## src/rtl/mux_arb_pkg.sv

```systemverilog
// Shared definitions for the 4-requester round-robin arbiter that drives the
// select lines of the 4:1 mux.
//   NUM_REQ     : number of requesters (one per mux data input)
//   SEL_W       : width of the mux select / requester index
//   arb_state_t : arbiter state encoding
//   onehot()    : index -> one-hot grant vector
package mux_arb_pkg;

    localparam int unsigned NUM_REQ = 4;
    localparam int unsigned SEL_W   = 2;

    typedef enum logic {
        IDLE,
        GRANT
    } arb_state_t;

    function automatic logic [NUM_REQ-1:0] onehot(input logic [SEL_W-1:0] idx);
        logic [NUM_REQ-1:0] v;
        v      = '0;
        v[idx] = 1'b1;
        return v;
    endfunction

endpackage

```

## src/rtl/mux4_rr_arbiter_rr_pick.sv

```systemverilog
// Combinational round-robin picker.
//   req         : request vector
//   ptr         : index where the circular search starts
//   exclude_en  : when high, exclude_idx is never picked
//   exclude_idx : index to skip (the current owner on a hand-off)
//   pick        : first eligible requester found from ptr upwards, mod 4
//   any         : high when some eligible requester exists
module rr_pick
    import mux_arb_pkg::*;
(
    input  logic [NUM_REQ-1:0] req,
    input  logic [SEL_W-1:0]   ptr,
    input  logic               exclude_en,
    input  logic [SEL_W-1:0]   exclude_idx,
    output logic [SEL_W-1:0]   pick,
    output logic               any
);

    logic [SEL_W-1:0] idx;

    always_comb begin
        pick = '0;
        any  = 1'b0;
        idx  = '0;
        for (int unsigned k = 0; k < NUM_REQ; k++) begin
            // Index arithmetic is SEL_W wide, so the search wraps naturally.
            idx = ptr + SEL_W'(k);
            if (!any && req[idx] && !(exclude_en && (idx == exclude_idx))) begin
                pick = idx;
                any  = 1'b1;
            end
        end
    end

endmodule

```

## src/rtl/mux4_rr_arbiter.sv

```systemverilog
// Round-robin arbiter sharing a 4:1 mux between four requesters. Requester i
// owns mux input di; sel drives the mux select lines (sel[1]->s1, sel[0]->s0).
// An owner holding the grant for MAX_HOLD cycles while someone else waits is
// preempted (MAX_HOLD = 0 disables preemption).
//   clk      : system clock, all state changes on its rising edge
//   rst      : synchronous active-high reset
//   req      : request vector, req[i] held high while requester i wants di
//   grant    : registered one-hot grant, zero when idle
//   sel      : registered mux select, index of the granted requester
//   busy     : high while a grant is active
//   switch_p : one-cycle pulse when grant takes a new non-zero value
module mux4_rr_arbiter
    import mux_arb_pkg::*;
#(
    parameter int unsigned MAX_HOLD = 8,
    parameter int unsigned CNT_W    = 4
) (
    input  logic       clk,
    input  logic       rst,
    input  logic [3:0] req,
    output logic [3:0] grant,
    output logic [1:0] sel,
    output logic       busy,
    output logic       switch_p
);

    arb_state_t       state;
    logic [SEL_W-1:0] ptr;
    logic [CNT_W-1:0] hold_cnt;

    logic [SEL_W-1:0] pick_ptr;
    logic             pick_excl;
    logic [SEL_W-1:0] pick;
    logic             any;
    logic             at_limit;
    logic             handoff;

    // One picker serves both cases: from IDLE it searches from ptr; while
    // granted it searches from owner+1 with the owner excluded, so "any" is
    // also the "another request is pending" flag used for preemption.
    always_comb begin
        pick_ptr  = ptr;
        pick_excl = 1'b0;
        if (state == GRANT) begin
            pick_ptr  = sel + SEL_W'(1);
            pick_excl = 1'b1;
        end
    end

    rr_pick u_rr_pick (
        .req         (req),
        .ptr         (pick_ptr),
        .exclude_en  (pick_excl),
        .exclude_idx (sel),
        .pick        (pick),
        .any         (any)
    );

    always_comb begin
        at_limit = (MAX_HOLD != 0) && (hold_cnt == CNT_W'(MAX_HOLD - 1));
        handoff  = !req[sel] || (at_limit && any);
    end

    always_ff @(posedge clk) begin
        if (rst) begin
            state    <= IDLE;
            grant    <= '0;
            sel      <= '0;
            busy     <= 1'b0;
            switch_p <= 1'b0;
            ptr      <= '0;
            hold_cnt <= '0;
        end else begin
            switch_p <= 1'b0;
            case (state)
                IDLE: begin
                    if (any) begin
                        grant    <= onehot(pick);
                        sel      <= pick;
                        busy     <= 1'b1;
                        switch_p <= 1'b1;
                        hold_cnt <= '0;
                        state    <= GRANT;
                    end else begin
                        grant <= '0;
                        busy  <= 1'b0;
                    end
                end
                GRANT: begin
                    if (handoff) begin
                        ptr      <= sel + SEL_W'(1);
                        hold_cnt <= '0;
                        if (any) begin
                            grant    <= onehot(pick);
                            sel      <= pick;
                            switch_p <= 1'b1;
                        end else begin
                            grant <= '0;
                            busy  <= 1'b0;
                            state <= IDLE;
                        end
                    end else if (at_limit) begin
                        hold_cnt <= '0;
                    end else if (MAX_HOLD != 0) begin
                        hold_cnt <= hold_cnt + CNT_W'(1);
                    end
                end
                default: begin
                    state <= IDLE;
                    grant <= '0;
                    busy  <= 1'b0;
                end
            endcase
        end
    end

endmodule

```

## config.mk

```make
export PLATFORM = sky130hd
export DESIGN_NAME = mux4_rr_arbiter
export DESIGN_NICKNAME = d
export VERILOG_FILES = /design/src/rtl/mux_arb_pkg.sv /design/src/rtl/mux4_rr_arbiter_rr_pick.sv /design/src/rtl/mux4_rr_arbiter.sv
export SDC_FILE = /design/constraint.sdc
export NUM_CORES = 1
export LEC_CHECK = 0
export CORE_MARGIN = 3
export CORE_UTILIZATION = 60
export CTS_CLUSTER_SIZE = 16
export DETAILED_ROUTE_END_ITERATION = 6
export DONT_BUFFER_PORTS = 1
export PLACE_DENSITY = 0.76
export SYNTH_ARGS = -nofsm -noshare
export SYNTH_HDL_FRONTEND = slang
export SYNTH_SLANG_ARGS = --single-unit
```

## constraint.sdc

```tcl
create_clock -name clk -period 2.2 [get_ports clk]
set_input_delay 0.44 -clock clk [delete_from_list [all_inputs] [get_ports clk]]
set_output_delay 0.44 -clock clk [all_outputs]
set_load 0.05 [all_outputs]
```

==> impl_results.md <==
* Top_reg_cell synth: dfxtp_1
* Vias at 1170
* Cell taking the most area after synthesis: dfxtp_1
* Port bufs at 0
* Antenna Nets Post-Route at 0
* Post-synthesis cell type count at 54
* CTS hold repair buffers at 0
* Critical path startpoint category: flip-flop
* Drt wl/cell at 17.09 microns
* Post-synth EDFFs at 0
* Hold slack at 0.1927 ns
* Fmax at 488.2 MHz
* Core Util, Final at 70.07%
* Hold Crit Depth at 1
* Die W at 50.67 microns
* Max IR drop VDD at 0.0004951 V
* Vias in the first global route at 1032
* # Max-Cap Violations at 0
* Yosys reg bits at 15
* Leak at 0.4488 nW
* GR Overflow Total at 0
* Setup violators final at 0
* HP Start: rst
* # rows at 15
* Final Wtd Congestion at 0.9115
* Crit path time final at 2.048 ns
* CTS tree: done
* Worst min path class: input pin to flip-flop
* Final worst slack at 0.1516 ns
* Drt via density at 6.882
* Syn Inst Count at 143
* Reg2Reg Setup Slack at 0.15 ns
* Crit path DAT at 2.22 ns
* Critical Path Fanout Max at 10
* Worst setup EP type: flip-flop
* Fin nets at 153
* Post-synth net total at 150
* DP Worst Slack at 0.1412 ns
* Kind of critical path: flip-flop to flip-flop
* PD cells at 849.7 nW/um^2
* Post-Syn Area at 1197 sq um
* Initial antenna violation count at 0
* Syn avg cell area at 8.373 sq um
* Hold Vio Cnt, Final at 0
* Setup TNS at 0 ns
* Num Clock Sinks at 15
* Yosys top cell area share at 25.08%
* Num ports at 14
* Starting Density at 66.46%
* Drt first pass iters at 4
* Max Transition Viols Final at 0
* Worst Reg2Reg Path Length in Cells at 6
* Worst rel slew slack at 64.67%
* Synth area leaders: dfxtp_1 (25%), nor2_1 (5.3%), mux4_2 (3.8%)
* First-pass GRT wire length at 4836 microns
* Core ar. at 1802 sq um
* H-tree Lvls at 1
* Unrepaired setup endpoints after global routing: false
* DIE AREA at 2567 sq um
* Ys Warns at 0
* Reg2reg start: ptr[1]
* Die height at 50.67 microns
* Area after DPL at 1225 sq um
* Worst-skew pair later-pin latency at 0.29 ns
* Min-Delay Endpoint: sel[1]
* Antenna diodes at 0
* Layout area overhead at 5.434%
* Data required, critical path at 2.37 ns
* Worst-path clk slew at 0.10 ns
* Worst-margin pin slew at 0.5292 ns
* Gr usage total at 24.11%
* Setup skew after layout at 0.01303 ns
* DPL Wire Length at 2108 microns
* Async SR Flop Fraction at 0%
* Largest net degree at the start of global routing at 20
* Register area share after synthesis at 25.08%
* Root Driver: clkbuf_4
* Status: complete, no violations
* Reg-to-reg endpoint: busy
* Drt total wl at 2906 microns
* Clock Path Buffers at 2
* Post-route cell area at 1262 sq um
* DRC Markers at 0
* DRT iter0 DRCs at 55
* Layout cell share with drive strength beyond 1 at 22.07%
* Crit share post-route at 93.11%
* TritonCTS Buffers at 3
* Post-CTS setup buffer count at 0
==> state kept, by name, indices dropped and copies added, names as in the netlist <==
signal and flops:
grant 4, hold_cnt 4, ptr 2, sel 2, busy 1, state 1
switch_p 1
==> synth_stat cells (all sizes together), types with 3 or more instances <==
library cell   n
nand3          3
o21ai          5
a21oi          8
a31oi          3
inv            3
dfxtp         15
or3            3
a211oi         3
nand3b         5
a22oi          3
nor2          17
nand2          9
nor3           5
buf            7
a311oi         3
nand2b         5
clkbuf         4
==> critical path: stages (launching register included) <==
cell and delay, ns:
dfxtp_1 0.58, nand2_1 0.17, o21a_1 0.23, o32a_1 0.37
a22o_1 0.31, nor2_1 0.17, o32ai_1 0.10
==> final cells by class <==
class,instances,area (sq um)
clock inverters,1,5.005
well taps,25,31.28
fillers,158,539.3
clock buffers,3,22.52
repair buffers,9,67.56
inverters,3,11.26
multi-input cells,114,822.0
flip-flops and latches,15,302.8
==> through the flow <==
step           total power (W)  std cells
2_1_floorplan        0.0008168        143
3_3_place_gp         0.0008899        166
3_5_place_dp         0.0009019        166
4_1_cts               0.001061        170
5_1_grt               0.001132        170
6_report              0.001073        170
==> timing repair <==
action	CTS	global route
resized for setup	0	3
setup endpoints to repair	0	7
endpoints found under the hold margin	0	0
==> how the worst max path moves through the flow <==
stage,to,cells past startpoint,start,slack (ns)
after CTS,grant[3],5,sel[1],0.1
final,busy,6,ptr[1],0.15
after global placement,busy,6,sel[0],0.17
after floorplan,grant[1],7,sel[1],0.05
after detailed placement,grant[3],5,sel[1],0.14
after global routing,busy,6,ptr[1],0.03
==> kinds of logic after synthesis <==
group | Yosys count | share of synthesized area (%)
flip-flops | 15 | 25.08
AO/OA/AOI/OAI | 48 | 32.60
adder cells (fa/ha/maj) | 1 | 1.045
AND/OR/NAND/NOR | 58 | 25.81
buffers and inverters | 14 | 6.896
multiplexers | 5 | 6.478
XOR/XNOR | 2 | 2.090
==> routing by layer <==
| layer | share of wire, % | vias up | global-route usage [%] |
|---|---|---|---|
| li1 | - | 562 | - |
| met1 | 44 | 541 | 34.37 |
| met2 | 46 | 62 | 36.96 |
| met3 | 9.5 | 5 | 6.528 |
| met4 | 0.58 | 0 | 3.587 |
| met5 | 0 | - | 0 |
==> where the power goes <==
group          total (W)  switching, W  internal (W)
Combinational   0.000465      0.000261      0.000205
Sequential      0.000448      0.000134      0.000314
Clock           0.000159     0.0000914     0.0000677
Total            0.00107      0.000486      0.000587
==> cell usage in the layout, fill, tap and decap left out, types with 5 or more instances in the layout <==
master,count
nand2_1,8
nor2_1,17
a21oi_1,6
nand3b_1,5
buf_4,9
nand2b_1,5
nor3_1,5
dfxtp_1,13
Power figures use the tool's default switching activity.
